==> src/rtl/pipeline_hazard_controller.sv <==
// Stall/flush sequencer for the 5-stage pipeline: load-use, taken branch/jump and
// multi-cycle mult/div occupancy of EX, plus saturating hazard statistics.
//
// state | meaning
// RUN   | normal issue; load-use, branch/jump and MDU start are evaluated
// BUSY  | mult/div holds EX; front end frozen until the down-counter hits zero
module pipeline_hazard_controller #(
  parameter int MULT_CYCLES = 4,
  parameter int DIV_CYCLES  = 8,
  parameter int CNT_W       = 16
) (
  input  logic             clk,
  input  logic             rst_n,
  input  logic [4:0]       IFID_Rs,
  input  logic [4:0]       IFID_Rt,
  input  logic             IFID_uses_rt,
  input  logic             IDEX_mem_read,
  input  logic [4:0]       IDEX_Rt,
  input  logic             branch_taken,
  input  logic             jump,
  input  logic             mdu_start,
  input  logic             mdu_op,
  output logic             pc_write,
  output logic             IFID_write,
  output logic             IDEX_write,
  output logic             IFID_flush,
  output logic             IDEX_flush,
  output logic             EXMEM_flush,
  output logic             mdu_busy,
  output logic             mdu_done,
  output logic [CNT_W-1:0] load_stalls,
  output logic [CNT_W-1:0] mdu_stalls
);

  localparam int MAX_CYC = (DIV_CYCLES > MULT_CYCLES) ? DIV_CYCLES : MULT_CYCLES;
  localparam int CW      = (MAX_CYC > 2) ? $clog2(MAX_CYC) : 1;

  typedef enum logic {RUN, BUSY} state_t;

  state_t           state_q, state_d;
  logic [CW-1:0]    cnt_q, cnt_d;
  logic [CNT_W-1:0] load_stalls_q, mdu_stalls_q;
  logic             load_use;
  logic             ls_inc, ms_inc;

  assign load_use = IDEX_mem_read && (IDEX_Rt != 5'd0) &&
                    ((IDEX_Rt == IFID_Rs) || (IFID_uses_rt && (IDEX_Rt == IFID_Rt)));

  always_comb begin
    pc_write    = 1'b1;
    IFID_write  = 1'b1;
    IDEX_write  = 1'b1;
    IFID_flush  = 1'b0;
    IDEX_flush  = 1'b0;
    EXMEM_flush = 1'b0;
    mdu_busy    = 1'b0;
    mdu_done    = 1'b0;
    state_d     = state_q;
    cnt_d       = cnt_q;
    ls_inc      = 1'b0;
    ms_inc      = 1'b0;
    if (!rst_n) begin
      pc_write    = 1'b0;
      IFID_write  = 1'b0;
      IDEX_write  = 1'b0;
      IFID_flush  = 1'b1;
      IDEX_flush  = 1'b1;
      EXMEM_flush = 1'b1;
      state_d     = RUN;
      cnt_d       = '0;
    end else begin
      case (state_q)
        RUN: begin
          if (mdu_start) begin
            pc_write    = 1'b0;
            IFID_write  = 1'b0;
            IDEX_write  = 1'b0;
            EXMEM_flush = 1'b1;
            ms_inc      = 1'b1;
            state_d     = BUSY;
            cnt_d       = mdu_op ? CW'(DIV_CYCLES - 2) : CW'(MULT_CYCLES - 2);
          end else if (load_use) begin
            // branch in ID is held back; it re-resolves next cycle with the same instruction
            pc_write   = 1'b0;
            IFID_write = 1'b0;
            IDEX_flush = 1'b1;
            ls_inc     = 1'b1;
          end else if (branch_taken || jump) begin
            IFID_flush = 1'b1;
          end
        end
        BUSY: begin
          mdu_busy = 1'b1;
          if (cnt_q != '0) begin
            pc_write    = 1'b0;
            IFID_write  = 1'b0;
            IDEX_write  = 1'b0;
            EXMEM_flush = 1'b1;
            ms_inc      = 1'b1;
            cnt_d       = cnt_q - 1'b1;
          end else begin
            mdu_done = 1'b1;
            state_d  = RUN;
          end
        end
        default: state_d = RUN;
      endcase
    end
  end

  always_ff @(posedge clk) begin
    if (!rst_n) begin
      state_q       <= RUN;
      cnt_q         <= '0;
      load_stalls_q <= '0;
      mdu_stalls_q  <= '0;
    end else begin
      state_q <= state_d;
      cnt_q   <= cnt_d;
      if (ls_inc && !(&load_stalls_q)) load_stalls_q <= load_stalls_q + 1'b1;
      if (ms_inc && !(&mdu_stalls_q))  mdu_stalls_q  <= mdu_stalls_q + 1'b1;
    end
  end

  assign load_stalls = load_stalls_q;
  assign mdu_stalls  = mdu_stalls_q;

endmodule

==> config.mk <==
export PLATFORM = sky130hd
export DESIGN_NAME = pipeline_hazard_controller
export DESIGN_NICKNAME = d
export VERILOG_FILES = /design/src/rtl/pipeline_hazard_controller.sv
export SDC_FILE = /design/constraint.sdc
export NUM_CORES = 1
export LEC_CHECK = 0
export ABC_AREA = 1
export CAP_MARGIN = 25
export CORE_UTILIZATION = 41
export CTS_BUF_LIST = sky130_fd_sc_hd__clkbuf_8
export DETAILED_ROUTE_END_ITERATION = 7
export PLACE_DENSITY_LB_ADDON = 0.25
export SYNTH_ARGS = -nofsm -noshare
export SYNTH_HDL_FRONTEND = slang
export SYNTH_SLANG_ARGS = --single-unit
==> constraint.sdc <==
create_clock -name clk -period 1.5 [get_ports clk]
set_input_delay 0.15 -clock clk [delete_from_list [all_inputs] [get_ports clk]]
set_output_delay 0.15 -clock clk [all_outputs]
set_load 0.05 [all_outputs]
======== Word-level counts from Yosys, hierarchy flattened ========
Cells that the tools add are included.
cells by class
  add/subtract/negate cells ............... 3
  eq/ne operators ......................... 4
  mux-type cells .......................... 31
  bitwise operators ....................... 1
  reductions and logical operators ........ 14
operators by type and width
  cell                   number
  $add 16x1->16 const B  2
  $reduce_and 16->1      2
  $mux 1                 24
  $eq 5x5->1             2
  $mux 3                 3
  $pmux 1 s2             3
  $pmux 3 s2             1
  $logic_and 1x1->1      5
  $reduce_bool 5->1      1
  $reduce_bool 3->1      1
  $sub 3x1->3 const B    1
  $logic_not 1->1        2
  $logic_or 1x1->1       2
  $ne 2x1->1 const B     1
  $ne 2x2->1 const B     1
  $reduce_and 2->1       1
  $not 1->1              1
storage, ports and cells
  flip-flop bits (word level) ............. 36
  output and inout port bits .............. 40

======== Logic depth before layout (Yosys ltp) ========
Gate-level depths: netlist of run 1.
  depth after elaboration ................. 9
  mapped depth ............................ 12

======== Worst setup path after synthesis of run 1 ========
OpenSTA, ideal clock, no wires.
  kind .................................... register to output
  start point ............................. register cnt_q[0]
  end point ............................... output port pc_write
  arrival ................................. 1.842 ns
  path slack .............................. -0.492 ns
  stages on the path, launching flop included .. 6
  buffers on the path ..................... 1
  cells stage by stage .................... dfxtp_1 inv_1 ha_1 nand3_1 a21oi_1 buf_4
between the ends
  cells in the longest elaborated chain, start to end .. 4
ends and longest elaborated chain
  what                    line  source
  from (decl)             41    logic [CW-1:0] cnt_q, cnt_d;
  from (signal assigned)  119   cnt_q <= cnt_d;
  $reduce_bool 3->1       94    if (cnt_q != '0) begin
  $mux 1                  -
  $pmux 1 s2              -
  $mux 1                  -
  to (decl)               23    output logic pc_write,
No other way between the ends.

======== Worst setup path after layout of run 1 ========
  start point ............................. register mdu_stalls_q[0], in the netlist mdu_stalls[0]
  end point ............................... register mdu_stalls_q[3], in the netlist mdu_stalls[3]
between the ends
  cells in the longest elaborated chain, start to end .. 3
  elaborated cells on any way between the ends .. 4
ends and longest elaborated chain
  what                                                   line  source
  from (decl)                                            42    logic [CNT_W-1:0] load_stalls_q, mdu_stalls_q;
  from (signal assigned)                                 121   if (ms_inc && !(&mdu_stalls_q)) mdu_stalls_q <= mdu_stalls_q + 1'b1;
  branches (longest 3 deep; another with $add 16x1->16)  -
Parallel ways; which one is timed is not known.
A chain may end at the register's enable or synchronous reset.

==> results.yml, run 1 <==
power:
  powerDensity_mw_per_mm2: 615
  power.leakage_nw: 1.79
  ir_drop_mv: 0.475
routing:
  dr.first_iter.drc_count: 163
  vias: 2716
  wl_per_cell_um: 12.3
  drt.antenna.violating_nets: 0
  vias_per_cell: 4.91
  drtPass1Iterations: 4
  drc: 0
  routed_wl_mm: 6.81
floorplanning:
  core_area_sq_mm: 0.00514
  dieWidth_um: 75.3
  dieArea_sq_mm: 0.00567
  fp-row-count: 26
  io_pins: 63
  initial_core_util_pct: 42.8
  fp.dieH_um: 75.3
timing:
  min_period_ps: 1600
  relSlewSlack_pct: 72.9
  rsz0062_at_grt: "true"
  fin_skew_ps: 6.83
  fin_setup_tns_ps: -538
  slew_viol_final: 0
  max_freq_ghz: 0.627
  worst_pin_slew_ps: 403
  hold_violations: 0
  fin_ws_ps: -95.5
  finalSetupViolations: 11
  fin_crit_sh_pct: 106
logic_synthesis:
  synth.most_common_cell: "nand2_1"
  synth_top_area_share_pct: 32.7
  ys_async_sr_fraction_pct: 0
  synth_common_cells: "nand2_1 (109), nor2_1 (50), inv_1 (48)"
  ys_seq_area_share_pct: 32.7
  synth_ff_type: "dfxtp_1"
  synth_area_leaders: "dfxtp_1 (33%), nand2_1 (19%), nor2_1 (8.5%)"
  ys_types: 33
  synth_area_per_cell_sq_um: 6.19
  yosysTopAreaCell: "dfxtp_1"
  synth_fp_nets: 383
  ys_ff_latch: 36
  synthCells: 356
  synth.cell_area_sq_mm: 0.00220
  synth_edf_count: 0
  yosysWarnings: 0
cells_and_area:
  drive_gt1_share_pct: 47.2
  fin_util_pct: 76.8
  layout.nets: 509
  n_antenna_cell: 0
  fillers: 370
  area_growth_pct: 79.2
critical_path:
  cp_num_buf_inv: 2
  timing.rr.end: "mdu_stalls[3]$_SDFFE_PN0P_"
  rrSetupSlack_ps: -100
  cp-start-kind: "flip-flop"
  path_delay_family: "simple AND/OR/NAND/NOR gates"
  critPathArrivalTime_ps: 1770
  path_max_fanout: 4
  critPathKind: "flip-flop to flip-flop"
  required_ps: 1680
  max_stage_delay_ps: 370
  crit_slowest_cell: "dfxtp_4"
  end_kind: "flip-flop"
  r2r.worst_path.cells: 9
  crit_chain: "ha_4 -> nand3_2 -> nor3_4 -> nand3_2 -> nand2_4 -> buf_4 -> buf_4 -> o21ai_0 -> nor3b_2"
  startpoint: "mdu_stalls[0]$_SDFFE_PN0P_"
  r2r_start: "mdu_stalls[0]$_SDFFE_PN0P_"
clock_network:
  clock_latency_ps: 290
  cts_tree: "yes"
  ctsHoldBuffers: 0
  numCtsBuffers: 5
  cts.sinks: 36
  htree_levels: 2
  cts_buffer_depth: 2
  cts.clk_slew.worst_paths_ps: 80
  root_buffer: "clkbuf_8"
hold_path:
  hold_path_class: "flip-flop to flip-flop"
  hold_path_end: "mdu_stalls[8]$_SDFFE_PN0P_"
  hold_path_startpoint: "mdu_stalls[8]$_SDFFE_PN0P_"
  holdPathStages: 2
placement:
  place.detailed.hpwl_mm: 4.53
  place_congestion: 0.861
  portBuffers: 62
global_route:
  grt_pass1_wl_mm: 9.71
  grt_util_all_layers_pct: 22.1
  use_met3_pct: 3.48
  grt_pass1_vias: 2293
  grt_most_used_layer: "met2"
  met1_usage_pct: 28.1
  grt_max_degree: 20
  overflow: 0
  grt_antenna_before_repair: 0
  gr-usage-met2_pct: 37.9
status:
  status: "finished, violations left"
  violations: "setup timing"
run:
  maxCapViolations: 0
[kinds of logic after synthesis]
group	count (synthesis)	share of synthesized area, %
fa+ha+maj	4	2.27
flops	36	32.7
xor+xnor	6	2.39
buf+inv	58	10.7
simple gates	218	43.9
compound gates	34	8.01
[area by class of cell]
cell class              instances  area, sq um  area share (%)
clock inverters                 1         3.75          0.0951
repair buffers                126         1140            28.9
well taps                      70         87.6            2.22
multi-input cells             262         1620            41.2
clock buffers                   7         96.3            2.44
flip-flops and latches         36          787            19.9
inverters                      51          205            5.20
[state kept, by name, indices dropped and copies added, names as in the netlist]
name,flops
cnt_q,3
load_stalls,16
mdu_stalls,16
state_q,1
[worst max-delay path by stage]
stage                                              end  cells past startpoint
after floorplan                               pc_write                      4
after global placement    load_stalls[15]$_SDFFE_PN0P_                     13
after detailed placement  load_stalls[15]$_SDFFE_PN0P_                     13
after CTS                                   IDEX_write                      8
after global routing        mdu_stalls[3]$_SDFFE_PN0P_                      9
final                       mdu_stalls[3]$_SDFFE_PN0P_                      9
[through the flow]
| stage | area (sq um) | hold WS [ps] | setup slack [ps] | cells | power [mW] |
|---|---|---|---|---|---|
| 2_1_floorplan | 2340 | 400 | -134 | 356 | 1.29 |
| 3_3_place_gp | 3340 | 453 | -365 | 525 | 1.55 |
| 3_5_place_dp | 3340 | 470 | -419 | 525 | 1.56 |
| 4_1_cts | 3600 | 478 | -55.1 | 537 | 2.38 |
| 5_1_grt | 3950 | 501 | -140 | 553 | 2.52 |
| 6_report | 3950 | 479 | -95.5 | 553 | 2.43 |
[worst reg2reg max path: stages (launching register included)]
cell	delay, ps
dfxtp_4	370
ha_4	150
nand3_2	90
nor3_4	160
nand3_2	140
nand2_4	120
buf_4	120
buf_4	120
o21ai_0	60
nor3b_2	150
[routing by layer]
metal | wire, um | part of all wire (%) | up-vias
met5 | 0 | 0 | -
met4 | 97 | 1.4 | 0
met3 | 355 | 5.2 | 9
met2 | 3530 | 52 | 95
met1 | 2830 | 42 | 1234
li1 | - | - | 1378
[where the power goes]
part           switching (mW)  internal (mW)
combinational           0.352          0.320
sequential             0.0228          0.968
clock                   0.351          0.413
[cells in the final DEF, fill, tap and decap left out, drive strengths merged, types with 4 or more instances in the layout]
cell type	n
nand2	112
buf	103
nor2	54
inv	51
dfxtp	36
nand3	27
a21oi	17
o21ai	14
nor3	14
clkbuf	13
dlygate4sd2	10
clkdlybuf4s50	6
nand4	5
xnor2	5
ha	4
[repair_timing]
action	in CTS	in global routing
gates resized for setup	58	65
setup buffers	4	15
endpoints found under the setup margin	38	37
cloned	0	1
pin swaps	13	35
Power figures use the tool's default switching activity.
==> run 2: changes to the inputs <==
Settings changed: CTS_BUF_LIST sky130_fd_sc_hd__clkbuf_8 to sky130_fd_sc_hd__clkbuf_4 sky130_fd_sc_hd__clkbuf_8, CTS_CLUSTER_DIAMETER from default to 30, SLEW_MARGIN from default to 20.
==> results.yml, run 2 (synthesized netlist as in run 1, its figures left out) <==
floorplanning:
  io_pins: 63
  dieWidth_um: 75.3
  initial_core_util_pct: 42.8
  fp.dieH_um: 75.3
  core_area_sq_mm: 0.00514
  fp-row-count: 26
  dieArea_sq_mm: 0.00567
placement:
  pre_cts_ws_ps: -419
  portBuffers: 62
  place.detailed.hpwl_mm: 4.53
  place_congestion: 0.861
  place_area_sq_mm: 0.00334
  dp.cells: 525
clock_network:
  clock_latency_ps: 290
  ctsHoldBuffers: 0
  cts_buffer_depth: 2
  cts.sinks: 36
  cts_tree: "yes"
  cts.clk_slew.worst_paths_ps: 70
  root_buffer: "clkbuf_8"
  numCtsBuffers: 5
  htree_levels: 2
routing:
  drc: 0
  drt.antenna.violating_nets: 0
  drtPass1Iterations: 4
  vias_per_cell: 4.94
  dr.first_iter.drc_count: 156
  vias: 2731
  routed_wl_mm: 6.86
  wl_per_cell_um: 12.4
timing:
  relSlewSlack_pct: 71.7
  min_period_ps: 1590
  max_freq_ghz: 0.629
  fin_ws_ps: -89.0
  slew_viol_final: 0
  worst_pin_slew_ps: 421
  hold_violations: 0
  finalSetupViolations: 9
  rsz0062_at_grt: "true"
  fin_setup_tns_ps: -411
  fin_crit_sh_pct: 106
  fin_skew_ps: 5.51
critical_path:
  r2r_start: "mdu_stalls[0]$_SDFFE_PN0P_"
  critPathArrivalTime_ps: 1770
  end_kind: "flip-flop"
  timing.rr.end: "mdu_stalls[3]$_SDFFE_PN0P_"
  required_ps: 1680
  critPathKind: "flip-flop to flip-flop"
  r2r.worst_path.cells: 9
  rrSetupSlack_ps: -90
  cp-start-kind: "flip-flop"
  crit_end: "mdu_stalls[3]$_SDFFE_PN0P_"
  startpoint: "mdu_stalls[0]$_SDFFE_PN0P_"
  path_max_fanout: 4
power:
  power.leakage_nw: 1.79
  pwr-share-seq_pct: 40.4
  p_switching_uw: 724
  combPwrFrac_pct: 27.5
  powerDensity_mw_per_mm2: 620
  swShare_pct: 29.6
  clock_power_share_pct: 32.1
  ir_drop_mv: 0.475
  p_int_mw: 1.73
run:
  maxCapViolations: 0
global_route:
  grt_max_degree: 20
  overflow: 0
  grt_antenna_before_repair: 0
  grt_pass1_vias: 2293
  grt_pass1_wl_mm: 9.71
  grt_util_all_layers_pct: 22.1
cells_and_area:
  n_antenna_cell: 0
  drive_gt1_share_pct: 47.4
  final_common_cell: "nand2_1"
  layout.cells.non_filler: 553
  final_cell_mix: "nand2_1 (96), buf_4 (82), nor2_1 (38), inv_1 (36), dfxtp_2 (23)"
  area_growth_pct: 79.4
  fin_area_sq_mm: 0.00395
  layout.nets: 509
hold_path:
  hold_path_class: "flip-flop to flip-flop"
status:
  status: "finished, violations left"
  violations: "setup timing"
## run 2: cell types whose count changed in the layout (fill, tap and decap cells not counted), sizes merged
| cell | previous run | this run |
|---|---|---|
| clkbuf | 13 | 14 |
| inv | 51 | 50 |
## run 2: final cells by class
cell class / instances / area, sq um
sequential: 36 / 787
tap: 70 / 87.6
clock buffer: 8 / 104
inverter: 51 / 205
fill: 373 / 1190
multi-input combinational: 262 / 1620
timing repair buffer: 126 / 1140
## run 2: worst min-delay path by stage
stage | start | endpoint | cells after the start
after floorplan | mdu_op | cnt_q[2]$_SDFFE_PN0P_ | 4
after global placement | cnt_q[0]$_SDFFE_PN0P_ | cnt_q[0]$_SDFFE_PN0P_ | 2
after detailed placement | cnt_q[0]$_SDFFE_PN0P_ | cnt_q[0]$_SDFFE_PN0P_ | 2
after CTS | cnt_q[0]$_SDFFE_PN0P_ | cnt_q[0]$_SDFFE_PN0P_ | 2
after global routing | cnt_q[0]$_SDFFE_PN0P_ | cnt_q[0]$_SDFFE_PN0P_ | 2
final | mdu_stalls[8]$_SDFFE_PN0P_ | mdu_stalls[8]$_SDFFE_PN0P_ | 2
## run 2: power groups by stage
stage,registers (mW),clock network (mW),logic [mW]
after floorplan,1.04,0,0.251
after global placement,1.00,0,0.541
after detailed placement,1.01,0,0.557
after CTS,0.989,0.794,0.620
after global routing,0.992,0.837,0.714
final,0.991,0.786,0.673
## run 2: per-stage QoR
stage                     hold slack (ps)  utilization [%]  power (mW)
after global placement                453             64.9        1.55
final                                 480             76.9        2.45
after CTS                             478             70.1        2.40
after floorplan                       400                -        1.29
after detailed placement              470             64.9        1.56
after global routing                  501             76.9        2.54
## run 2: worst max-delay path, cell delays in order, from the launching register on
cell	delay (ps)
dfxtp_4	370
ha_4	150
nand3_2	90
nor3_4	160
nand3_2	140
nand2_4	120
buf_4	120
buf_4	110
o21ai_0	60
nor3b_2	150
## run 2: repair_timing
| item | in CTS | in global routing |
|---|---|---|
| cloned | 0 | 1 |
| pin swaps | 13 | 35 |
| setup endpoints to repair | 38 | 38 |
| resized for setup | 58 | 65 |
| buffers inserted | 4 | 15 |
## run 2: routing by layer
metal	vias up	GRT usage, %	share of wire (%)
li1	1376	-	-
met1	1260	28.1	43
met2	84	37.9	51
met3	11	3.48	4.3
met4	0	7.41	1.6
met5	-	0	0
